File: src/rtl/aes_byte_loader_pkg.sv
// Shared constants and the loader state type for the AES byte-serial front end.
package aes_byte_loader_pkg;

    localparam int unsigned AES_BLK_BYTES = 16;
    localparam int unsigned AES_BW        = 8;
    localparam int unsigned AES_BLK_W     = AES_BLK_BYTES * AES_BW;
    localparam int unsigned AES_CNT_W     = $clog2(AES_BLK_BYTES);

    typedef enum logic [1:0] {
        FILL  = 2'd0,
        OFFER = 2'd1,
        DRAIN = 2'd2
    } loader_state_e;

endpackage

File: src/rtl/aes_byte_loader_if.sv
// Byte input side and block output side of the AES loader.
// master: byte source plus round core; slave: the loader itself.
interface aes_byte_loader_if;
    import aes_byte_loader_pkg::*;

    logic                 valid;
    logic [AES_BW-1:0]    PT;
    logic [AES_BW-1:0]    KEY;
    logic                 ready;
    logic                 blk_valid;
    logic                 blk_ready;
    logic                 core_done;
    logic [AES_BLK_W-1:0] pt_blk;
    logic [AES_BLK_W-1:0] key_blk;
    logic                 overrun;

    modport master (
        output valid, PT, KEY, blk_ready, core_done,
        input  ready, blk_valid, pt_blk, key_blk, overrun
    );

    modport slave (
        input  valid, PT, KEY, blk_ready, core_done,
        output ready, blk_valid, pt_blk, key_blk, overrun
    );

endinterface

File: src/rtl/aes_byte_shreg.sv
// NBYTES x BW shift register; new bytes enter at the LSB end so the first byte ends up at the MSB.
module aes_byte_shreg #(
    parameter int unsigned NBYTES = 16,
    parameter int unsigned BW     = 8
) (
    input  logic                 clk,
    input  logic                 reset,
    input  logic                 en,
    input  logic [BW-1:0]        din,
    output logic [NBYTES*BW-1:0] dout
);

    logic [NBYTES*BW-1:0] data_q;

    // Shift one byte in per enabled edge; async clear discards any partial block.
    always_ff @(posedge clk or posedge reset) begin
        if (reset) begin
            data_q <= '0;
        end else if (en) begin
            data_q <= {data_q[NBYTES*BW-BW-1:0], din};
        end
    end

    assign dout = data_q;

endmodule

File: src/rtl/aes_byte_loader.sv
// Collects 16 PT/KEY byte pairs into 128-bit blocks, offers them to the round core and
// blocks further input until the core signals that the block's ciphertext is out.
module aes_byte_loader
    import aes_byte_loader_pkg::*;
(
    input logic              clk,
    input logic              reset,
    aes_byte_loader_if.slave bus
);

    localparam logic [AES_CNT_W-1:0] CNT_LAST = AES_CNT_W'(AES_BLK_BYTES - 1);

    loader_state_e        state_q, state_d;
    logic [AES_CNT_W-1:0] cnt_q, cnt_d;
    logic                 ready_q, ready_d;
    logic                 blk_valid_q, blk_valid_d;
    logic                 overrun_q, overrun_d;
    logic                 shift_en;

    // State, counter and flag registers.
    always_ff @(posedge clk or posedge reset) begin
        if (reset) begin
            state_q     <= FILL;
            cnt_q       <= '0;
            ready_q     <= 1'b0;
            blk_valid_q <= 1'b0;
            overrun_q   <= 1'b0;
        end else begin
            state_q     <= state_d;
            cnt_q       <= cnt_d;
            ready_q     <= ready_d;
            blk_valid_q <= blk_valid_d;
            overrun_q   <= overrun_d;
        end
    end

    // Next-state logic; ready and blk_valid are computed one edge ahead so the outputs are registered.
    always_comb begin
        state_d     = state_q;
        cnt_d       = cnt_q;
        ready_d     = ready_q;
        blk_valid_d = blk_valid_q;
        shift_en    = 1'b0;
        // A byte offered while not ready is dropped and remembered until reset.
        overrun_d   = overrun_q | (bus.valid & ~ready_q);

        case (state_q)
            FILL: begin
                ready_d = 1'b1;
                if (bus.valid && ready_q) begin
                    shift_en = 1'b1;
                    if (cnt_q == CNT_LAST) begin
                        cnt_d       = '0;
                        ready_d     = 1'b0;
                        blk_valid_d = 1'b1;
                        state_d     = OFFER;
                    end else begin
                        cnt_d = cnt_q + 1'b1;
                    end
                end
            end
            OFFER: begin
                ready_d     = 1'b0;
                blk_valid_d = 1'b1;
                if (bus.blk_ready) begin
                    blk_valid_d = 1'b0;
                    state_d     = DRAIN;
                end
            end
            DRAIN: begin
                ready_d     = 1'b0;
                blk_valid_d = 1'b0;
                if (bus.core_done) begin
                    ready_d = 1'b1;
                    state_d = FILL;
                end
            end
            default: begin
                state_d     = FILL;
                cnt_d       = '0;
                ready_d     = 1'b0;
                blk_valid_d = 1'b0;
            end
        endcase
    end

    aes_byte_shreg #(
        .NBYTES (AES_BLK_BYTES),
        .BW     (AES_BW)
    ) u_pt_shreg (
        .clk   (clk),
        .reset (reset),
        .en    (shift_en),
        .din   (bus.PT),
        .dout  (bus.pt_blk)
    );

    aes_byte_shreg #(
        .NBYTES (AES_BLK_BYTES),
        .BW     (AES_BW)
    ) u_key_shreg (
        .clk   (clk),
        .reset (reset),
        .en    (shift_en),
        .din   (bus.KEY),
        .dout  (bus.key_blk)
    );

    assign bus.ready     = ready_q;
    assign bus.blk_valid = blk_valid_q;
    assign bus.overrun   = overrun_q;

endmodule

File: src/flat_wrapper.sv
// flat-port wrapper written by rule: the top's interface ports become plain ports
module aes_byte_loader_flat import aes_byte_loader_pkg::*;
  (clk, reset, bus_valid, bus_PT, bus_KEY, bus_blk_ready, bus_core_done, bus_ready, bus_blk_valid, bus_pt_blk, bus_key_blk, bus_overrun);
  aes_byte_loader_if bus_i ();
  input logic clk;
  input logic reset;
  input wire logic [$bits(bus_i.valid)-1:0] bus_valid;
  input wire logic [$bits(bus_i.PT)-1:0] bus_PT;
  input wire logic [$bits(bus_i.KEY)-1:0] bus_KEY;
  input wire logic [$bits(bus_i.blk_ready)-1:0] bus_blk_ready;
  input wire logic [$bits(bus_i.core_done)-1:0] bus_core_done;
  output wire logic [$bits(bus_i.ready)-1:0] bus_ready;
  output wire logic [$bits(bus_i.blk_valid)-1:0] bus_blk_valid;
  output wire logic [$bits(bus_i.pt_blk)-1:0] bus_pt_blk;
  output wire logic [$bits(bus_i.key_blk)-1:0] bus_key_blk;
  output wire logic [$bits(bus_i.overrun)-1:0] bus_overrun;
  assign bus_i.valid = bus_valid;
  assign bus_i.PT = bus_PT;
  assign bus_i.KEY = bus_KEY;
  assign bus_i.blk_ready = bus_blk_ready;
  assign bus_i.core_done = bus_core_done;
  assign bus_ready = bus_i.ready;
  assign bus_blk_valid = bus_i.blk_valid;
  assign bus_pt_blk = bus_i.pt_blk;
  assign bus_key_blk = bus_i.key_blk;
  assign bus_overrun = bus_i.overrun;
  aes_byte_loader u_core (.clk(clk), .reset(reset), .bus(bus_i));
endmodule
File: config.mk
export PLATFORM = sky130hd
export DESIGN_NAME = aes_byte_loader_flat
export DESIGN_NICKNAME = d
export VERILOG_FILES = /design/src/rtl/aes_byte_loader_pkg.sv /design/src/rtl/aes_byte_loader_if.sv /design/src/rtl/aes_byte_shreg.sv /design/src/rtl/aes_byte_loader.sv /design/src/flat_wrapper.sv
export SDC_FILE = /design/constraint.sdc
export NUM_CORES = 1
export LEC_CHECK = 0
export CAP_MARGIN = 10
export CORE_AREA = 2 2 152 154
export DETAILED_ROUTE_END_ITERATION = 8
export DIE_AREA = 0 0 154 156
export PLACE_DENSITY = 0.86
export RECOVER_POWER = 25
export SYNTH_ARGS = -nofsm -noshare
export SYNTH_HDL_FRONTEND = slang
export SYNTH_SLANG_ARGS = --single-unit
File: constraint.sdc
create_clock -name clk -period 10.03 [get_ports clk]
set_input_delay 2.006 -clock clk [delete_from_list [all_inputs] [get_ports clk]]
set_output_delay 2.006 -clock clk [all_outputs]
set_load 0.005 [all_outputs]
* Word level (Yosys, flattened, before mapping)
Cells that the tools add are included.
** Word-level totals
- Flip-flop bits (word level) :: 265
- Input port bits :: 21
- Output and inout bits :: 259
- Logic and storage cells :: 43
** Operators by class
- $add $sub $neg :: 1
- Equality and inequality tests :: 7
- Mux-type cells :: 18
- Bitwise operators :: 4
- Reductions and logical operators :: 6
** Operators by type and width (number)
- $mux 1 :: 8
- $mux 2 :: 4
- $mux 4 :: 2
- $pmux 4 s2 :: 1
- $pmux 2 s3 :: 1
- $add 4x1->4 const B :: 1
- $eq 4x4->1 const B :: 1
- $ne 2x1->1 const B :: 2
- $ne 2x2->1 const B :: 2
- $pmux 1 s2 :: 2
- $reduce_and 2->1 :: 2
- $reduce_and 4->1 :: 1
- $eq 2x1->1 const B :: 1
- $eq 2x2->1 const B :: 1
- $logic_not 2->1 :: 1
- $not 1->1 :: 2
- $reduce_or 2->1 :: 1
- $and 1x1->1 :: 1
- $logic_and 1x1->1 :: 1
- $or 1x1->1 :: 1

* Logic depth before layout (Yosys ltp)
Gate-level depths: netlist of run 1.
- Depth after elaboration :: 4
- Gate-level depth with buffers :: 6
- Depth with buffers taken out :: 5

* Hierarchy
Synthesis of run 1 repeated with hierarchy kept, for this count alone.
** Unflattened totals
- Cell total of the unflattened synthesis :: 591
- Area total of the unflattened synthesis :: 10166.0 um^2
** By module, submodules not included
- aes_byte_shreg :: times used 2, cells each 271, area an instance 4825.9 um^2, seq. area each 3203.1 um^2
- aes_byte_loader :: times used 1, cells each 49, area an instance 514.2 um^2, seq. area each 225.2 um^2

* Least setup slack after synthesis of run 1
OpenSTA, ideal clock, no wires.
- Path kind :: input-to-reg
- Start :: in bus_valid
- End :: reg u_core.u_pt_shreg.data_q[100], in the netlist u_core.u_pt_shreg.dout[100]
- Library setup time :: 0.125 ns
- Arrival :: 2.865 ns
- Data required time :: 9.905 ns
- Setup slack :: 7.040 ns
- Cell stages on the path :: 4
- Buffers on the path :: 2
- Cells stage by stage :: nand3_1 buf_2 buf_2 mux2_2
** On the way
- Cells in the longest elaborated chain, start to end :: 3
** RTL lines
- start: declaration :: RTL line flat_wrapper.sv:7 : input wire logic [$bits(bus_i.valid)-1:0] bus_valid;
- $logic_and 1x1->1 :: RTL line aes_byte_loader.sv:50 : if (bus.valid && ready_q) begin
- $mux 1 :: RTL line aes_byte_loader.sv:50
- $mux 1 :: RTL line aes_byte_loader.sv:47 : case (state_q)
- end signal: assignment :: RTL line aes_byte_shreg.sv:20 : data_q <= {data_q[NBYTES*BW-BW-1:0], din};
- end: declaration :: RTL line aes_byte_shreg.sv:13 : logic [NBYTES*BW-1:0] data_q;
No other way between the ends.
A chain may end at the register's enable or synchronous reset.

==> results.cfg, run 1 <==
[status]
status = finished with violations
violations = max-capacitance violations, max-slew violations

[die]
fp.dieArea_um2 = 24000
start_util_pct = 44.5
core-area_um2 = 22400
die_y_um = 156
die_width_um = 154
pin_count = 280
rows = 55

[grt]
antenna_found_initial = 0
grt_max_degree = 136
grt_pass1_wl_mm = 33.8
overflow = 0
grt_pass1_vias = 6113
use_met3_pct = 4.08
groute.usage.overall_pct = 17.4
grt_util_met2_pct = 29.9
grt_busiest_layer = met2
met1_usage_pct = 21.4

[timing]
fin_crit_sh_pct = 61.9
holdWs_ns = 0.476
hold_viol_final = 0
tns_ns = 0
rsz0062_at_grt = no
final-setup-viol-count = 0
fmax_ghz = 0.161
slew_headroom_pct = -278
final.setup.worst_slack_ns = 3.82
worst_pin_slew_ns = 5.65
maxSlewViolCount = 132
skew_ns = 0.0122
finalCriticalPeriod_ns = 6.21

[placed_design]
dp.final_hpwl_mm = 14.3
finalWeightedCongestion = 0.731
dp_cells = 1128
post-place-ws_ns = 4.77
placed_area_um2 = 13000
portBuffers = 279

[route]
drt_iter0_drc = 201
drc = 0
firstDrtPassIters = 4
vias = 5857
routedWlPerCell_um = 17.8
routed_via_density = 4.97
wirelength_mm = 21.0
ant_nets = 0

[clock_network]
postCtsSetupRepairBufs = 0
htree_levels = 1
numCtsBuffers = 28
cts.reportedPaths.clkPinSlew_ns = 0.06
clock-root-buffer = clkbuf_16
ctsResizeCount = 0
cts_tree = built
clockBufferDepth = 3
clk-insertion-delay-late_ns = 0.53
cts_hold_buf = 0
cts.sinks = 265

[pwr]
power_mw = 4.93
combinationalPowerShare_pct = 40.3
power.density_nw_per_um2 = 354
power_switching_mw = 1.41
power.internal_mw = 3.52
pwr-share-clk_pct = 20.2
ir_worst_vdd_mv = 0.224
switching_share_pct = 28.7
power_leakage_nw = 6.19
power_frac_seq_pct = 39.4

[critical_path]
worstPathCellList = dlygate4sd3_1 -> clkinvlp_2
reg2regPathDepth = 6
critical_path_class = in2async
critPathSlowestCell = clkinvlp_2
cpLargestDelayFamily = buffers and inverters
reg2reg_setup_slack_ns = 6.54
path_max_fanout = 131
crit_path_start_kind = input port
r2r_start = u_core.state_q[0]$_DFFE_PP0P_
worstPathRequired_ns = 9.64
cp.arrival_ns = 5.81
rr_endpoint = u_core.u_key_shreg.dout[22]$_DFFE_PP0P_
crit_buf_inv = 2
worstSetupEndpointType = async pin
worst_path_largest_cell_delay_ns = 3.12

[finish]
area_delta_synth_final_pct = 39.8
drive_above_1_share_pct = 34.9
multi_input_area_um2 = 3170
design_area_um2 = 13900
final_common_cell = dfrtp_1
nets = 899
register_area_um2 = 6630
nFillCells = 1622
fin_cells = 1178
antennaDiodeCount = 0
final_cell_mix = 265 x dfrtp_1, 259 x mux2_2, 219 x clkdlybuf4s50_1, 60 x dlygate4sd3_1, 29 x clkbuf_16
final_util_pct = 62.2

[worst_hold_path]
hold_end = u_core.bus.overrun$_DFF_PP0_
worstHoldStart = u_core.bus.overrun$_DFF_PP0_
min_path_type = reg2reg
whs_path_depth = 1

[synthesis]
post_synth.cell_area_avg_um2 = 16.9
syn_inst = 589
synth_warnings = 0
synth_cell_types = 21
syn_area_um2 = 9950
syn-num-nets = 615
ys_seq_elements = 265
ys_seq_area_share_pct = 66.6

[run]
cap_viol_max_count = 1
-- worst max path at each step --
stage / startpoint / end / slack, ns / cells after the start
final: reset / u_core.u_pt_shreg.dout[50]$_DFFE_PP0P_ / 3.82 / 2
after global routing: reset / u_core.u_pt_shreg.dout[24]$_DFFE_PP0P_ / 2.75 / 2
after CTS: bus_valid / u_core.u_key_shreg.dout[60]$_DFFE_PP0P_ / 5.33 / 5
after detailed placement: bus_valid / u_core.u_key_shreg.dout[60]$_DFFE_PP0P_ / 4.77 / 5
after global placement: bus_valid / u_core.u_key_shreg.dout[80]$_DFFE_PP0P_ / 4.80 / 5
after floorplan: reset / u_core.bus.blk_valid$_DFFE_PP0P_ / 0.73 / 1
-- logic make-up after synthesis --
family | share of synthesized area (%)
compound gates | 1.03
flops | 66.6
mux | 29.3
buf+inv | 1.61
fa+ha+maj | 0.629
simple gates | 0.780
-- cell type report --
cell class	count	area share, %
repair buffers	283	20.4
multi-input cells	291	22.8
flip-flops and latches	265	47.7
clock buffers	40	5.94
well taps	285	2.56
clock inverters	10	0.540
inverters	4	0.117
-- power groups by stage --
stage                     combinational (mW)  sequential, mW  clock, mW
after floorplan                        0.837            1.94          0
after global placement                  1.99            1.93          0
after detailed placement                2.05            1.97          0
after CTS                               2.06            1.96       1.02
after global routing                    2.12            2.03       1.07
final                                   1.99            1.94      0.998
-- routing by layer --
layer	vias to the layer above	wire length, um
li1	2685	-
met1	2940	8560
met2	183	10400
met3	49	1290
met4	0	687
met5	-	0
-- flip-flops by register name (all words and copies together), names as in the netlist --
register                 cells
u_core.u_key_shreg.dout    128
u_core.u_pt_shreg.dout     128
u_core.cnt_q                 4
u_core.state_q               2
u_core.bus.blk_valid         1
u_core.bus.overrun           1
u_core.bus.ready             1
-- Yosys cell counts, drive strengths merged --
library cell	count	share of area (%)
o22a	1	0.088
o211ai	1	0.075
mux2	259	29
buf	29	1.5
inv	4	0.15
o32a	1	0.10
nor2	1	0.038
nor2b	3	0.19
nand3	4	0.20
nand4bb	1	0.11
a2111oi	2	0.24
a21o	1	0.075
a22o	2	0.18
or2	1	0.063
dfrtp	265	67
o21ai	4	0.20
nand4	1	0.063
ha	5	0.63
nand2	3	0.11
a21boi	1	0.075
No activity file was read; power rests on OpenSTA's default activity.
==> run 2: changes to the inputs <==
==> constraint.sdc (replaced) <==
create_clock -name clk -period 6.2 [get_ports clk]
set_input_delay 1.24 -clock clk [delete_from_list [all_inputs] [get_ports clk]]
set_output_delay 1.24 -clock clk [all_outputs]
set_load 0.005 [all_outputs]
==> results.cfg, run 2 (synthesized netlist as in run 1, its figures left out) <==
[die]
core-area_um2 = 22400
start_util_pct = 44.5
fp.dieArea_um2 = 24000
pin_count = 280
die_y_um = 156
die_width_um = 154
rows = 55

[placed_design]
finalWeightedCongestion = 0.750
portBuffers = 279
dp_cells = 1130
dp.final_hpwl_mm = 14.3
post-place-ws_ns = 2.57

[grt]
antenna_found_initial = 0
grt_pass1_vias = 6038
grt_max_degree = 146
overflow = 0
groute.usage.overall_pct = 17.7
grt_pass1_wl_mm = 34.3

[clock_network]
numCtsBuffers = 27
clk-insertion-delay-late_ns = 0.54
clock-root-buffer = clkbuf_16
cts.reportedPaths.clkPinSlew_ns = 0.06
cts_hold_buf = 0
cts_tree = built
postCtsSetupRepairBufs = 0
clockBufferDepth = 3
ctsResizeCount = 0
htree_levels = 1
cts.sinks = 265

[worst_hold_path]
whs_path_depth = 1
hold_end = u_core.bus.overrun$_DFF_PP0_
worstHoldStart = u_core.bus.overrun$_DFF_PP0_
min_path_type = reg2reg

[pwr]
power_leakage_nw = 6.17
power.density_nw_per_um2 = 584
power_mw = 8.22
ir_worst_vdd_mv = 0.315

[critical_path]
worst_path_largest_cell_delay_ns = 0.69
crit_path_start_kind = input port
reg2regPathDepth = 5
cp.arrival_ns = 3.61
critPathSlowestCell = nand3_4
worstSetupEndpointType = register
path_max_fanout = 90
critical_path_class = in2reg
worstPathRequired_ns = 6.62
reg2reg_setup_slack_ns = 3.34
cp.depth = 4
crit_buf_inv = 2
rr_endpoint = u_core.u_pt_shreg.dout[70]$_DFFE_PP0P_
worstPathCellList = dlygate4sd3_1 -> nand3_4 -> buf_12 -> mux2_2
cpLargestDelayFamily = buffers and inverters
r2r_start = u_core.state_q[1]$_DFFE_PP0P_

[timing]
tns_ns = 0
final-setup-viol-count = 0
skew_ns = 0.0142
slew_headroom_pct = 38.7
worst_pin_slew_ns = 0.919
fmax_ghz = 0.314
rsz0062_at_grt = no
final.setup.worst_slack_ns = 3.01
finalCriticalPeriod_ns = 3.19
hold_viol_final = 0
fin_crit_sh_pct = 51.4
maxSlewViolCount = 0

[run]
cap_viol_max_count = 0

[route]
drt_iter0_drc = 212
routed_via_density = 4.91
firstDrtPassIters = 4
ant_nets = 0
routedWlPerCell_um = 18.0
vias = 5791
drc = 0
wirelength_mm = 21.2

[finish]
final_util_pct = 62.9
antennaDiodeCount = 0
nets = 900
fin_cells = 1179
drive_above_1_share_pct = 35.5
area_delta_synth_final_pct = 41.3
final_common_cell = clkdlybuf4s50_1
final_cell_mix = 277 x clkdlybuf4s50_1, 265 x dfrtp_1, 259 x mux2_2, 27 x clkbuf_16, 11 x clkbuf_8

[status]
status = finished, final reports clean
[run 2: cell types whose count changed in the layout (fill, tap and decap cells not counted), sizes merged]
| cell | change |
|---|---|
| clkbuf | -1 |
| clkinv | -4 |
| bufinv | +3 |
| clkdlybuf4s50 | +58 |
| dlygate4sd3 | -58 |
| inv | +1 |
| buf | +2 |
[run 2: worst max-delay path by stage]
stage / slack [ns] / endpoint / start
2_1_floorplan: 1.46 / u_core.bus.blk_valid$_DFFE_PP0P_ / reset
3_3_place_gp: 2.60 / u_core.u_pt_shreg.dout[70]$_DFFE_PP0P_ / bus_valid
3_5_place_dp: 2.57 / u_core.u_pt_shreg.dout[70]$_DFFE_PP0P_ / bus_valid
4_1_cts: 3.14 / u_core.u_key_shreg.dout[104]$_DFFE_PP0P_ / bus_valid
5_1_grt: 2.90 / u_core.u_pt_shreg.dout[86]$_DFFE_PP0P_ / bus_valid
6_report: 3.01 / u_core.u_pt_shreg.dout[70]$_DFFE_PP0P_ / bus_valid
[run 2: stage by stage]
| stage | hold WS [ns] | instance area, um^2 |
|---|---|---|
| 6_report | 0.462 | 14100 |
| 5_1_grt | 0.480 | 14100 |
| 4_1_cts | 0.463 | 14100 |
| 3_5_place_dp | 0.448 | 13100 |
| 3_3_place_gp | 0.438 | 13100 |
| 2_1_floorplan | 0.451 | 9950 |
[run 2: where the power goes]
part / switching [mW] / total [mW] / internal [mW]
registers: 0.611 / 3.17 / 2.55
clock network: 0.671 / 1.77 / 1.10
logic: 1.04 / 3.28 / 2.24
total: 2.32 / 8.22 / 5.90
[run 2: layer usage]
| layer | vias to the layer above | track usage, % | wire [um] |
|---|---|---|---|
| met2 | 164 | 30.4 | 10800 |
| met1 | 2911 | 22.8 | 8870 |
| met3 | 33 | 3.78 | 1140 |
| met4 | 0 | 5.25 | 445 |
| li1 | 2683 | - | - |
| met5 | - | 0 | 0 |
[run 2: area by class of cell]
type	instances	area, um^2
clock inverter	10	169
inverter	4	16.3
sequential	265	6630
clock buffer	39	831
timing repair buffer	285	2890
multi-input combinational	291	3170
tap	285	357
fill	1657	8300
